`src/rtl/glb_psum_accum_ctrl_if.sv`:
```
// Psum-stream and psum-buffer port bundle for glb_psum_accum_ctrl.
// master: the controller side; slave: the PE array / buffer side.
interface glb_psum_accum_ctrl_if #(
  parameter int DATA_BITWIDTH = 16,
  parameter int ADDR_BITWIDTH = 10
);
  logic [DATA_BITWIDTH-1:0] psum_in;
  logic                     psum_valid;
  logic                     psum_ready;
  logic                     read_req;
  logic [ADDR_BITWIDTH-1:0] r_addr;
  logic [DATA_BITWIDTH-1:0] r_data;
  logic                     write_en;
  logic [ADDR_BITWIDTH-1:0] w_addr;
  logic [DATA_BITWIDTH-1:0] w_data;

  modport master (
    input  psum_in, psum_valid, r_data,
    output psum_ready, read_req, r_addr, write_en, w_addr, w_data
  );

  modport slave (
    output psum_in, psum_valid, r_data,
    input  psum_ready, read_req, r_addr, write_en, w_addr, w_data
  );
endinterface

```
`src/rtl/glb_psum_accum_ctrl.sv`:
```
// Psum global-buffer accumulation controller.
// Pass 0 overwrites a contiguous address window with incoming psums; every
// later pass reads the stored word, adds the new psum (optionally saturating)
// and writes it back. All outputs are registers loaded with the value the
// next state presents, so nothing on an input reaches an output in the same cycle.
module glb_psum_accum_ctrl #(
  parameter int DATA_BITWIDTH = 16,
  parameter int ADDR_BITWIDTH = 10,
  parameter int PASS_BITWIDTH = 8,
  parameter bit SATURATE      = 1'b1
) (
  input  logic                     clk,
  input  logic                     reset,
  input  logic                     start,
  input  logic [ADDR_BITWIDTH-1:0] base_addr,
  input  logic [ADDR_BITWIDTH-1:0] num_words,
  input  logic [PASS_BITWIDTH-1:0] num_passes,
  output logic                     busy,
  output logic                     done,
  glb_psum_accum_ctrl_if.master    bus
);

  localparam int DW = DATA_BITWIDTH;
  localparam int AW = ADDR_BITWIDTH;
  localparam int PW = PASS_BITWIDTH;

  localparam logic [2:0] S_IDLE   = 3'd0;
  localparam logic [2:0] S_ACCEPT = 3'd1;
  localparam logic [2:0] S_READ   = 3'd2;
  localparam logic [2:0] S_WAIT   = 3'd3;
  localparam logic [2:0] S_WRITE  = 3'd4;
  localparam logic [2:0] S_DONE   = 3'd5;

  localparam logic [DW-1:0] SAT_MAX = {1'b0, {(DW-1){1'b1}}};
  localparam logic [DW-1:0] SAT_MIN = {1'b1, {(DW-1){1'b0}}};
  localparam logic [AW-1:0] A_ZERO  = {AW{1'b0}};
  localparam logic [AW-1:0] A_ONE   = {{(AW-1){1'b0}}, 1'b1};
  localparam logic [PW-1:0] P_ZERO  = {PW{1'b0}};
  localparam logic [PW-1:0] P_ONE   = {{(PW-1){1'b0}}, 1'b1};

  // Signed add one bit wider than the word; on overflow either clamp or keep the low bits.
  function automatic logic [DW-1:0] f_accum(input logic [DW-1:0] a, input logic [DW-1:0] b);
    logic [DW:0]   w_sum;
    logic [DW-1:0] w_res;
    w_sum = {a[DW-1], a} + {b[DW-1], b};
    if (SATURATE && (w_sum[DW] != w_sum[DW-1])) begin
      w_res = w_sum[DW] ? SAT_MIN : SAT_MAX;
    end else begin
      w_res = w_sum[DW-1:0];
    end
    return w_res;
  endfunction

  logic [2:0]    r_state;
  logic [AW-1:0] r_base;
  logic [AW-1:0] r_num_words;
  logic [PW-1:0] r_num_passes;
  logic [AW-1:0] r_addr_cnt;
  logic [AW-1:0] r_word_cnt;
  logic [PW-1:0] r_pass_cnt;
  logic [DW-1:0] r_in;
  logic [DW-1:0] r_sum;
  logic          r_psum_ready;
  logic          r_read_req;
  logic [AW-1:0] r_rd_addr;
  logic          r_write_en;
  logic [AW-1:0] r_wr_addr;
  logic          r_busy;
  logic          r_done;

  logic          w_last_word;
  logic          w_last_pass;
  logic [DW-1:0] w_accum;

  // End-of-window / end-of-operation flags and the read-modify-write sum.
  always_comb begin
    w_last_word = (r_word_cnt == (r_num_words - A_ONE));
    w_last_pass = (r_pass_cnt == (r_num_passes - P_ONE));
    w_accum     = f_accum(bus.r_data, r_in);
  end

  // Sequencer: state, counters and registered outputs for the next state.
  always_ff @(posedge clk) begin
    if (reset) begin
      r_state      <= S_IDLE;
      r_base       <= A_ZERO;
      r_num_words  <= A_ZERO;
      r_num_passes <= P_ZERO;
      r_addr_cnt   <= A_ZERO;
      r_word_cnt   <= A_ZERO;
      r_pass_cnt   <= P_ZERO;
      r_in         <= {DW{1'b0}};
      r_sum        <= {DW{1'b0}};
      r_psum_ready <= 1'b0;
      r_read_req   <= 1'b0;
      r_rd_addr    <= A_ZERO;
      r_write_en   <= 1'b0;
      r_wr_addr    <= A_ZERO;
      r_busy       <= 1'b0;
      r_done       <= 1'b0;
    end else begin
      r_read_req <= 1'b0;
      r_write_en <= 1'b0;
      r_done     <= 1'b0;
      case (r_state)
        S_IDLE: begin
          if (start) begin
            r_base       <= base_addr;
            r_num_words  <= num_words;
            r_num_passes <= num_passes;
            r_addr_cnt   <= base_addr;
            r_word_cnt   <= A_ZERO;
            r_pass_cnt   <= P_ZERO;
            r_busy       <= 1'b1;
            if ((num_words == A_ZERO) || (num_passes == P_ZERO)) begin
              r_state <= S_DONE;
              r_done  <= 1'b1;
            end else begin
              r_state      <= S_ACCEPT;
              r_psum_ready <= 1'b1;
            end
          end else begin
            r_busy <= 1'b0;
          end
        end
        S_ACCEPT: begin
          if (bus.psum_valid) begin
            r_in         <= bus.psum_in;
            r_psum_ready <= 1'b0;
            if (r_pass_cnt == P_ZERO) begin
              r_sum      <= bus.psum_in;
              r_write_en <= 1'b1;
              r_wr_addr  <= r_addr_cnt;
              r_state    <= S_WRITE;
            end else begin
              r_read_req <= 1'b1;
              r_rd_addr  <= r_addr_cnt;
              r_state    <= S_READ;
            end
          end else begin
            r_psum_ready <= 1'b1;
          end
        end
        S_READ: begin
          r_state <= S_WAIT;
        end
        S_WAIT: begin
          // r_data answers the read issued in the previous cycle.
          r_sum      <= w_accum;
          r_write_en <= 1'b1;
          r_wr_addr  <= r_addr_cnt;
          r_state    <= S_WRITE;
        end
        S_WRITE: begin
          if (w_last_word) begin
            r_word_cnt <= A_ZERO;
            r_addr_cnt <= r_base;
            if (w_last_pass) begin
              r_state <= S_DONE;
              r_done  <= 1'b1;
            end else begin
              r_pass_cnt   <= r_pass_cnt + P_ONE;
              r_state      <= S_ACCEPT;
              r_psum_ready <= 1'b1;
            end
          end else begin
            r_word_cnt   <= r_word_cnt + A_ONE;
            r_addr_cnt   <= r_addr_cnt + A_ONE;
            r_state      <= S_ACCEPT;
            r_psum_ready <= 1'b1;
          end
        end
        S_DONE: begin
          r_state <= S_IDLE;
          r_busy  <= 1'b0;
        end
        default: begin
          r_state      <= S_IDLE;
          r_psum_ready <= 1'b0;
          r_busy       <= 1'b0;
        end
      endcase
    end
  end

  assign bus.psum_ready = r_psum_ready;
  assign bus.read_req   = r_read_req;
  assign bus.r_addr     = r_rd_addr;
  assign bus.write_en   = r_write_en;
  assign bus.w_addr     = r_wr_addr;
  assign bus.w_data     = r_sum;
  assign busy           = r_busy;
  assign done           = r_done;

endmodule
```
`src/flat_wrapper.sv`:
```
// flat-port wrapper written by rule: the top's interface ports become plain ports
module glb_psum_accum_ctrl_flat 
#(
  parameter int DATA_BITWIDTH = 16,
  parameter int ADDR_BITWIDTH = 10,
  parameter int PASS_BITWIDTH = 8,
  parameter bit SATURATE      = 1'b1
)
  (clk, reset, start, base_addr, num_words, num_passes, busy, done, bus_psum_in, bus_psum_valid, bus_r_data, bus_psum_ready, bus_read_req, bus_r_addr, bus_write_en, bus_w_addr, bus_w_data);
  glb_psum_accum_ctrl_if #(.DATA_BITWIDTH(DATA_BITWIDTH), .ADDR_BITWIDTH(ADDR_BITWIDTH)) bus_i ();
  input  logic clk;
  input  logic reset;
  input  logic start;
  input  logic [ADDR_BITWIDTH-1:0] base_addr;
  input  logic [ADDR_BITWIDTH-1:0] num_words;
  input  logic [PASS_BITWIDTH-1:0] num_passes;
  output logic busy;
  output logic done;
  input wire logic [$bits(bus_i.psum_in)-1:0] bus_psum_in;
  input wire logic [$bits(bus_i.psum_valid)-1:0] bus_psum_valid;
  input wire logic [$bits(bus_i.r_data)-1:0] bus_r_data;
  output wire logic [$bits(bus_i.psum_ready)-1:0] bus_psum_ready;
  output wire logic [$bits(bus_i.read_req)-1:0] bus_read_req;
  output wire logic [$bits(bus_i.r_addr)-1:0] bus_r_addr;
  output wire logic [$bits(bus_i.write_en)-1:0] bus_write_en;
  output wire logic [$bits(bus_i.w_addr)-1:0] bus_w_addr;
  output wire logic [$bits(bus_i.w_data)-1:0] bus_w_data;
  assign bus_i.psum_in = bus_psum_in;
  assign bus_i.psum_valid = bus_psum_valid;
  assign bus_i.r_data = bus_r_data;
  assign bus_psum_ready = bus_i.psum_ready;
  assign bus_read_req = bus_i.read_req;
  assign bus_r_addr = bus_i.r_addr;
  assign bus_write_en = bus_i.write_en;
  assign bus_w_addr = bus_i.w_addr;
  assign bus_w_data = bus_i.w_data;
  glb_psum_accum_ctrl #(.DATA_BITWIDTH(DATA_BITWIDTH), .ADDR_BITWIDTH(ADDR_BITWIDTH), .PASS_BITWIDTH(PASS_BITWIDTH), .SATURATE(SATURATE)) u_core (.clk(clk), .reset(reset), .start(start), .base_addr(base_addr), .num_words(num_words), .num_passes(num_passes), .busy(busy), .done(done), .bus(bus_i));
endmodule
```
`config.mk`:
```
export PLATFORM = sky130hd
export DESIGN_NAME = glb_psum_accum_ctrl_flat
export DESIGN_NICKNAME = d
export VERILOG_FILES = /design/src/rtl/glb_psum_accum_ctrl_if.sv /design/src/rtl/glb_psum_accum_ctrl.sv /design/src/flat_wrapper.sv
export SDC_FILE = /design/constraint.sdc
export NUM_CORES = 1
export LEC_CHECK = 0
export ABC_AREA = 1
export CAP_MARGIN = 20
export CORE_ASPECT_RATIO = 1.5
export CORE_MARGIN = 2
export CORE_UTILIZATION = 40
export CTS_CLUSTER_DIAMETER = 80
export CTS_CLUSTER_SIZE = 40
export DETAILED_ROUTE_END_ITERATION = 10
export GPL_TIMING_DRIVEN = 0
export PLACE_DENSITY = 0.58
export SYNTH_ARGS = -nofsm -noshare
export SYNTH_HDL_FRONTEND = slang
export SYNTH_SLANG_ARGS = --single-unit
```
`constraint.sdc`:
```
create_clock -name clk -period 3 [get_ports clk]
set_input_delay 0.75 -clock clk [delete_from_list [all_inputs] [get_ports clk]]
set_output_delay 0.75 -clock clk [all_outputs]
set_load 0.1 [all_outputs]
```
== Yosys cells after proc, flatten, opt, wreduce, memory -nomap -nowiden ==
Index checks and enable logic that the tools add are counted.
Storage, ports and cells
  bits in registers: 116
  output and inout port bits: 41
  logic and storage cells: 101
Operators by class
  add/subtract/negate cells: 6
  equality and inequality tests: 15
  multiplexer cells: 42
  bitwise gates (word level): 4
  reduce and logical (&&, ||, !) cells: 18
Operator list (count)
  $mux 16: 4
  $mux 10: 6
  $pmux 10 s2: 3
  $pmux 16 s2: 1
  $mux 8: 3
  $add 10x1->10 const B: 2
  $mux 3: 6
  $add 16x16->17: 1
  $logic_not 8->1: 2
  $pmux 8 s2: 1
  $pmux 3 s5: 1
  $mux 1: 13
  $eq 10x10->1: 1
  $logic_not 10->1: 1
  $sub 10x1->10 const B: 1
  $add 8x1->8 const B: 1
  $eq 8x8->1: 1
  $ne 2x2->1 const B: 4
  $reduce_and 2->1: 4
  $reduce_and 4->1: 2
  $sub 8x1->8 const B: 1
  $eq 3x2->1 const B: 2
  $eq 3x3->1 const B: 2
  $pmux 1 s2: 3
  12 further kinds: 19

== Depth between registers and ports, before layout ==
Gate-level depths: netlist of the first run.
  word-level depth: 5
  mapped depth: 17
  gate-level depth less buffers: 16

== Worst setup path before layout of the first run ==
No wires, ideal clock.
  kind: in2reg
  start: in bus_r_data[0]
  end: reg u_core.r_sum[1] (netlist: u_core.bus.w_data[1])
  arrival: 2.364 ns
  path slack: 0.504 ns
  cell stages on the path: 15
  buffers on the path: 1
  path through: ha_1 -> fa_1 -> nand2_1 -> nand3_1 -> nand3_1 -> nand2_1 -> nand2_1 -> nand3_1 -> nand2_2 -> nand2_2 -> buf_4 -> nand2_1 -> nand2_1 -> nand2_1 -> a21oi_1
Between the ends
  word-level cells in the longest chain between the ends: 4
  elaborated cells between the ends (all ways): 5
  classes of those cells: add/sub: 1; eq/ne: 1; mux: 3
Ends and longest elaborated chain
  start: declaration: line flat_wrapper.sv:21  | input wire logic [$bits(bus_i.r_data)-1:0] bus_r_data;
  $add 16x16->17 (*): line glb_psum_accum_ctrl.sv:45  | w_sum = {a[DW-1], a} + {b[DW-1], b};
  $mux 16 / $ne 1x1->1 (equally long branches): line glb_psum_accum_ctrl.sv:47, glb_psum_accum_ctrl.sv:46
  $mux 16 (*): line glb_psum_accum_ctrl.sv:46  | if (SATURATE && (w_sum[DW] != w_sum[DW-1])) begin
  $pmux 16 s2 (*): line glb_psum_accum_ctrl.sv:105  | case (r_state)
  end signal: assignment: line glb_psum_accum_ctrl.sv:93  | r_sum <= {DW{1'b0}};
  end signal: assignment: line glb_psum_accum_ctrl.sv:131  | r_sum <= bus.psum_in;
  end signal: assignment: line glb_psum_accum_ctrl.sv:149  | r_sum <= w_accum;
  end: declaration: line glb_psum_accum_ctrl.sv:62  | logic [DW-1:0] r_sum;
Mark *: on every way between the ends. The rest lies on a longest branch, timed or not.
A chain may end at the register's enable or synchronous reset.

== Worst setup path after layout of the first run ==
  start: in bus_r_data[0]
  end: reg u_core.r_sum[9] (netlist: u_core.bus.w_data[9])
The elaborated chain is that of the path after synthesis.

==> reports/metrics.yaml, run 1 <==
run_status:
  outcome: "finished, final reports clean"
drt:
  ant_nets: 0
  routed_via_density: 4.96
  wl_per_cell_um: 15.1
  finalWirelength_um: 20500
  dr_total_vias: 6716
  first_iter_violations: 296
  drt_pre_antenna_iters: 4
  drc: 0
placement:
  place_inst: 1321
  gp_congestion: 0.970
  dp_hpwl_um: 16300
  post-place-ws_ps: -370
  port_buffers: 104
clocking:
  root_buffer: "clkbuf_16"
  htree_num_levels: 4
  cts.path.max_buffers: 2
  clkLatencyLatePin_ps: 430
  clkSinkCount: 116
  cts_tree: "yes"
  clk_pin_slew_worst_paths_ps: 60
  cts_buffers: 17
  holdBufCountCts: 0
grt:
  use_met1_pct: 23.7
  grt_pass1_vias: 6560
  grt_pass1_wl_um: 32400
  use_met2_pct: 45.5
  track_usage_pct: 23.9
  grt_max_degree: 17
  antenna_found_initial: 0
  grt.busiest_layer: "met2"
  use_met3_pct: 5.00
  gr-total-overflow: 0
synthesis:
  synth_top_family_by_area: "simple AND/OR/NAND/NOR gates"
  synth_area_per_cell_um2: 6.65
  yosys.area_share.adder_pct: 4.41
  synth_compound_area_share_pct: 13.2
  syn-cell-area_mm2: 0.00670
  syn_nets: 1094
  async_flop_share_pct: 0
  yosys_warnings: 0
  synth_seq_cells: 116
  yosys-top-cells-area: "dfxtp_1, nand2_1, nor2_1"
  synthXorXnorAreaFrac_pct: 4.67
  synthMuxAreaShare_pct: 0
  synth_cells: 1007
  yosysSeqAreaShare_pct: 34.7
  post-synth-top-area-cell: "dfxtp_1"
  ys.flop_type: "dfxtp_1"
  synth_edf_count: 0
  synth_cell_types: 46
  synth_top_area_share_pct: 34.7
  synth_simple_gate_area_share_pct: 34.8
cells_and_area:
  fill_cells: 1727
  layout_commonest_cell: "nand2_1"
  utilization_pct: 51.9
  num_antenna_cells: 0
  final_cells: 1354
  fin_nets: 1218
  layout-drive-gt1-share_pct: 7.87
  layout_common_cells: "nand2_1, nor2_1, dfxtp_1"
  syn2layout_area_growth_pct: 28.6
power_and_ir_drop:
  cellPowerDensity_mw_per_mm2: 608
  p_clk_share_pct: 39.3
  leakage_nw: 3.62
  pwr-share-seq_pct: 33.6
  switching_share_pct: 35.1
  peakVddDrop_mv: 0.317
  total_power_mw: 5.24
  combinationalPowerShare_pct: 27.1
  p_sw_mw: 1.84
  p_int_mw: 3.40
hold_path:
  hp-class: "flop to flop"
timing:
  slew_violations: 0
  rsz0062_at_grt: "false"
  post-route-period-util_pct: 92.3
  max_slew_margin_pct: 32.1
  tightest_slew_ps: 1020
  hold_viol_final: 0
  fmax_mhz: 361
  fin_ws_ps: 230
  period_minus_slack_ps: 2770
  final-setup-viol-count: 0
  setup-tns-final_ps: 0
  fin_skew_ps: 9.43
critical_path:
  crit_required_ps: 3280
  cp_top_family: "simple AND/OR/NAND/NOR gates"
  cp_common_cell: "nand2_1"
  critPathMaxFanout: 10
  worst-setup-path-type: "primary input to flop"
  crit_slowest_cell: "clkdlybuf4s50_1"
  endpoint_kind: "flop"
  crit_path_cell_trace: "clkdlybuf4s50_1 -> ha_1 -> fa_1 -> nand2_1 -> nand3_1 -> nand3_1 -> nand2_2 -> nand2_1 -> nand3_1 -> nand2_2 -> nor2_4 -> nor2_4 -> buf_6 -> nand2_1 -> nand2_1 -> a21oi_1"
  max_stage_delay_ps: 410
  crit_buf_inv: 2
  critical_path_arrival_ps: 3050
  cp-start-kind: "primary input"
run:
  cap_violations: 0
floorplanning:
  io_pins: 105
  fp.dieH_um: 163
  die_x_um: 110
  core_area_mm2: 0.0166
  die-area_mm2: 0.0178
  rows: 58
  start_util_pct: 40.3
synth_stat cells (all sizes together) (2+ instances only):
cell type,instances
a211oi,2
xnor2,8
xor2,25
ha,22
buf,12
clkinv,2
a21o,2
o21ai,55
o211ai,2
nor3,12
and2,2
dfxtp,116
nand4,13
or2,2
a21oi,99
nand3,68
clkbuf,25
nor4,4
nand3b,6
nand2,281
o21bai,5
inv,83
nor2,154
flip-flops by register name, summed over array words and instances (netlist names), 8 cells and up:
signal / count
u_core.bus.w_data: 16
u_core.r_in: 16
u_core.bus.r_addr: 10
u_core.bus.w_addr: 10
u_core.r_addr_cnt: 10
u_core.r_base: 10
u_core.r_num_words: 10
u_core.r_word_cnt: 10
u_core.r_num_passes: 8
u_core.r_pass_cnt: 8
final timing paths:
check / startpoint / endpoint / slack (ps) / depth (start not counted)
setup / recovery: bus_r_data[0] / u_core.bus.w_data[9]$_SDFFE_PP0P_ / 230 / 16
hold / removal: u_core.bus.r_addr[7]$_SDFFE_PP0P_ / u_core.bus.r_addr[7]$_SDFFE_PP0P_ / 460 / 2
setup reg to reg: u_core.r_in[0]$_SDFFE_PP0P_ / u_core.bus.w_data[9]$_SDFFE_PP0P_ / 680 / 15
hold reg to reg: u_core.bus.r_addr[7]$_SDFFE_PP0P_ / u_core.bus.r_addr[7]$_SDFFE_PP0P_ / 460 / 2
what timing repair did:
item                       in CTS  in global routing
setup endpoints to repair       0                 12
resized for setup               0                  3
setup buffers                   0                  2
per-stage QoR:
| step | hold WS [ps] | area [um^2] |
|---|---|---|
| floorplan | 436 | 6700 |
| global placement | 448 | 8010 |
| detailed placement | 454 | 8010 |
| CTS | 463 | 8600 |
| global route | 476 | 8620 |
| finish | 462 | 8620 |
per-layer routing:
metal | wire length (um) | part of all wire [%] | vias up
met5 | 0 | 0 | -
met1 | 7710 | 38 | 3003
met3 | 818 | 4.0 | 49
met4 | 671 | 3.3 | 0
li1 | - | - | 3510
met2 | 11300 | 55 | 154
final cells by class:
| type | instances | area (um^2) | area share, % |
|---|---|---|---|
| plain buffers | 37 | 228 | 2.64 |
| clock buffers | 20 | 467 | 5.41 |
| clock inverters | 12 | 129 | 1.49 |
| inverters | 85 | 319 | 3.70 |
| multi-input cells | 768 | 3840 | 44.5 |
| flip-flops and latches | 116 | 2320 | 26.9 |
| well taps | 210 | 263 | 3.05 |
| repair buffers | 106 | 1060 | 12.2 |
kinds of logic (layout without fill, tap and decap cells):
logic type                 Yosys count  count (layout)
and+or+nand+nor                    543             543
AOI/OAI and AO/OA                  168             168
buffers and inverters              123             260
DFF                                116             116
xor gates and xnor gates            34              34
adders and majority gates           23              23
tightest hold or removal path, delay by kind of cell, from the launching register on:
kind / cells / cell delay (ps)
compound gates: 1 / 50
flops: 1 / 310
simple gates: 1 / 60
power by group through the flow:
stage / Clock [mW] / Sequential (mW) / Combinational, mW
4_1_cts: 2.09 / 1.76 / 1.43
2_1_floorplan: 0 / 2.03 / 0.761
3_5_place_dp: 0 / 1.80 / 1.42
3_3_place_gp: 0 / 1.79 / 1.42
6_report: 2.06 / 1.76 / 1.42
5_1_grt: 2.15 / 1.77 / 1.57
No activity file was read; power rests on OpenSTA's default activity.
==> inputs of run 2 (changes only) <==
--- a/config.mk
+++ b/config.mk
@@ -14,7 +14,7 @@
 export CTS_CLUSTER_SIZE = 40
 export DETAILED_ROUTE_END_ITERATION = 10
 export GPL_TIMING_DRIVEN = 0
-export PLACE_DENSITY = 0.58
+export PLACE_DENSITY = 0.61
 export SYNTH_ARGS = -nofsm -noshare
 export SYNTH_HDL_FRONTEND = slang
 export SYNTH_SLANG_ARGS = --single-unit
==> constraint.sdc (replaced) <==
create_clock -name clk -period 2.4 [get_ports clk]
set_input_delay 0.6 -clock clk [delete_from_list [all_inputs] [get_ports clk]]
set_output_delay 0.6 -clock clk [all_outputs]
set_load 0.1 [all_outputs]
==> reports/metrics.yaml, run 2 (synthesized netlist as in run 1, its figures left out) <==
placement:
  dp_hpwl_um: 16300
  port_buffers: 104
  place_inst: 1321
  gp_congestion: 0.947
critical_path:
  critPathMaxFanout: 5
  max_stage_delay_ps: 440
  cp-start-kind: "primary input"
  endpoint_kind: "flop"
  crit_path_cell_trace: "clkdlybuf4s50_1 -> ha_4 -> nand3_1 -> nand3_2 -> nand2_1 -> nand2_2 -> nand2_2 -> nand2_1 -> nand2_1 -> nand2_4 -> nor2_4 -> nor2_4 -> buf_6 -> nand2_1 -> nand2_1 -> a21oi_1"
  critical_path_arrival_ps: 2580
  crit_required_ps: 2680
  cp_common_cell: "nand2_1"
  worst-setup-path-type: "primary input to flop"
  crit_slowest_cell: "clkdlybuf4s50_1"
  regToRegSetupSlack_ps: 220
run:
  cap_violations: 0
power_and_ir_drop:
  p_clk_share_pct: 38.5
  combinationalPowerShare_pct: 28.2
  switching_share_pct: 34.5
  total_power_mw: 6.64
  leakage_nw: 3.96
  pwr-share-seq_pct: 33.3
  p_sw_mw: 2.29
  peakVddDrop_mv: 0.388
  cellPowerDensity_mw_per_mm2: 742
  p_int_mw: 4.35
clocking:
  holdBufCountCts: 0
  clk_pin_slew_worst_paths_ps: 50
  cts_buffers: 17
  root_buffer: "clkbuf_16"
  cts_tree: "yes"
  cts.path.max_buffers: 2
  clkSinkCount: 116
  clkLatencyLatePin_ps: 420
  htree_num_levels: 4
cells_and_area:
  syn2layout_area_growth_pct: 33.5
  layout_commonest_cell: "nand2_1"
  num_antenna_cells: 0
  final_cells: 1364
  fin_nets: 1228
  layout_common_cells: "nand2_1, nor2_1, dfxtp_1"
  layout-drive-gt1-share_pct: 11.9
drt:
  drt-met1-wl_um: 7930
  routed_via_density: 4.99
  dr_total_vias: 6801
  drt_pre_antenna_iters: 5
  wl_met2_um: 11500
  wl_per_cell_um: 15.3
  highest_layer: "met4"
  met3_length_um: 782
  ant_nets: 0
  finalWirelength_um: 20900
  first_iter_violations: 248
  drc: 0
floorplanning:
  rows: 58
  io_pins: 105
  die-area_mm2: 0.0178
  die_x_um: 110
  core_area_mm2: 0.0166
  start_util_pct: 40.3
  fp.dieH_um: 163
timing:
  slew_violations: 0
  final-setup-viol-count: 0
  hold_viol_final: 0
  tightest_slew_ps: 1020
  holdWs_ps: 458
  fin_skew_ps: 9.92
  rsz0062_at_grt: "false"
  fmax_mhz: 434
  max_slew_margin_pct: 32.0
  period_minus_slack_ps: 2310
  post-route-period-util_pct: 96.1
grt:
  gr-total-overflow: 0
  grt_max_degree: 17
  grt_pass1_vias: 6728
  grt_pass1_wl_um: 33200
  track_usage_pct: 24.2
  antenna_found_initial: 0
hold_path:
  hp-class: "flop to flop"
run_status:
  outcome: "finished, final reports clean"
==> run 2: per-stage QoR <==
step / cell area, um^2 / util, % / TNS (ps) / worst slack [ps]
3_3_place_gp: 8010 / 48.2 / -13850 / -810
6_report: 8950 / 53.8 / 0 / 94.8
5_1_grt: 8950 / 53.8 / 0 / 3.09
4_1_cts: 8840 / 53.2 / 0 / 1.53
2_1_floorplan: 6700 / - / 0 / 54.1
3_5_place_dp: 8010 / 48.2 / -13420 / -788
==> run 2: layer usage <==
layer,up-vias,track usage (%)
met5,-,0
met4,0,11.0
met3,44,4.56
met2,149,46.0
met1,3085,24.9
li1,3523,-
==> run 2: worst max-delay path, delay by kind of cell <==
kind	cells	cell delay, ps
simple gates	12	1010
compound gates	1	60
buf+inv	2	610
fa+ha+maj	1	300
==> run 2: final cells by class <==
| type | instances | area [um^2] |
|---|---|---|
| Multi-Input combinational cell | 768 | 4130 |
| Inverter | 85 | 319 |
| Clock inverter | 10 | 131 |
| Clock buffer | 22 | 454 |
| Tap cell | 210 | 263 |
| Timing Repair Buffer | 115 | 1080 |
| Sequential cell | 116 | 2320 |
| Fill cell | 1700 | 7670 |
| Buffer | 38 | 243 |
==> run 2: path summary, 6_finish.rpt <==
check        depth (start not counted)                                 to                               from
min reg2reg                          2  u_core.bus.r_addr[9]$_SDFFE_PP0P_  u_core.bus.r_addr[9]$_SDFFE_PP0P_
max                                 16  u_core.bus.w_data[3]$_SDFFE_PP0P_                      bus_r_data[2]
max reg2reg                         14  u_core.bus.w_data[3]$_SDFFE_PP0P_       u_core.r_in[14]$_SDFFE_PP0P_
min                                  2  u_core.bus.r_addr[9]$_SDFFE_PP0P_  u_core.bus.r_addr[9]$_SDFFE_PP0P_
==> run 2: power groups by stage <==
| stage | Combinational (mW) | Clock [mW] | Sequential, mW |
|---|---|---|---|
| CTS | 1.84 | 2.60 | 2.21 |
| global placement | 1.77 | 0 | 2.24 |
| finish | 1.88 | 2.56 | 2.21 |
| floorplan | 0.952 | 0 | 2.54 |
| global route | 2.05 | 2.69 | 2.23 |
| detailed placement | 1.77 | 0 | 2.24 |
==> run 2: what timing repair did <==
item                                    4_1_cts  5_1_grt
resized for setup                            90       22
endpoints found under the setup margin       56       15
pin swaps                                    18       13
gates cloned                                  1        0
buffers inserted                              6        4
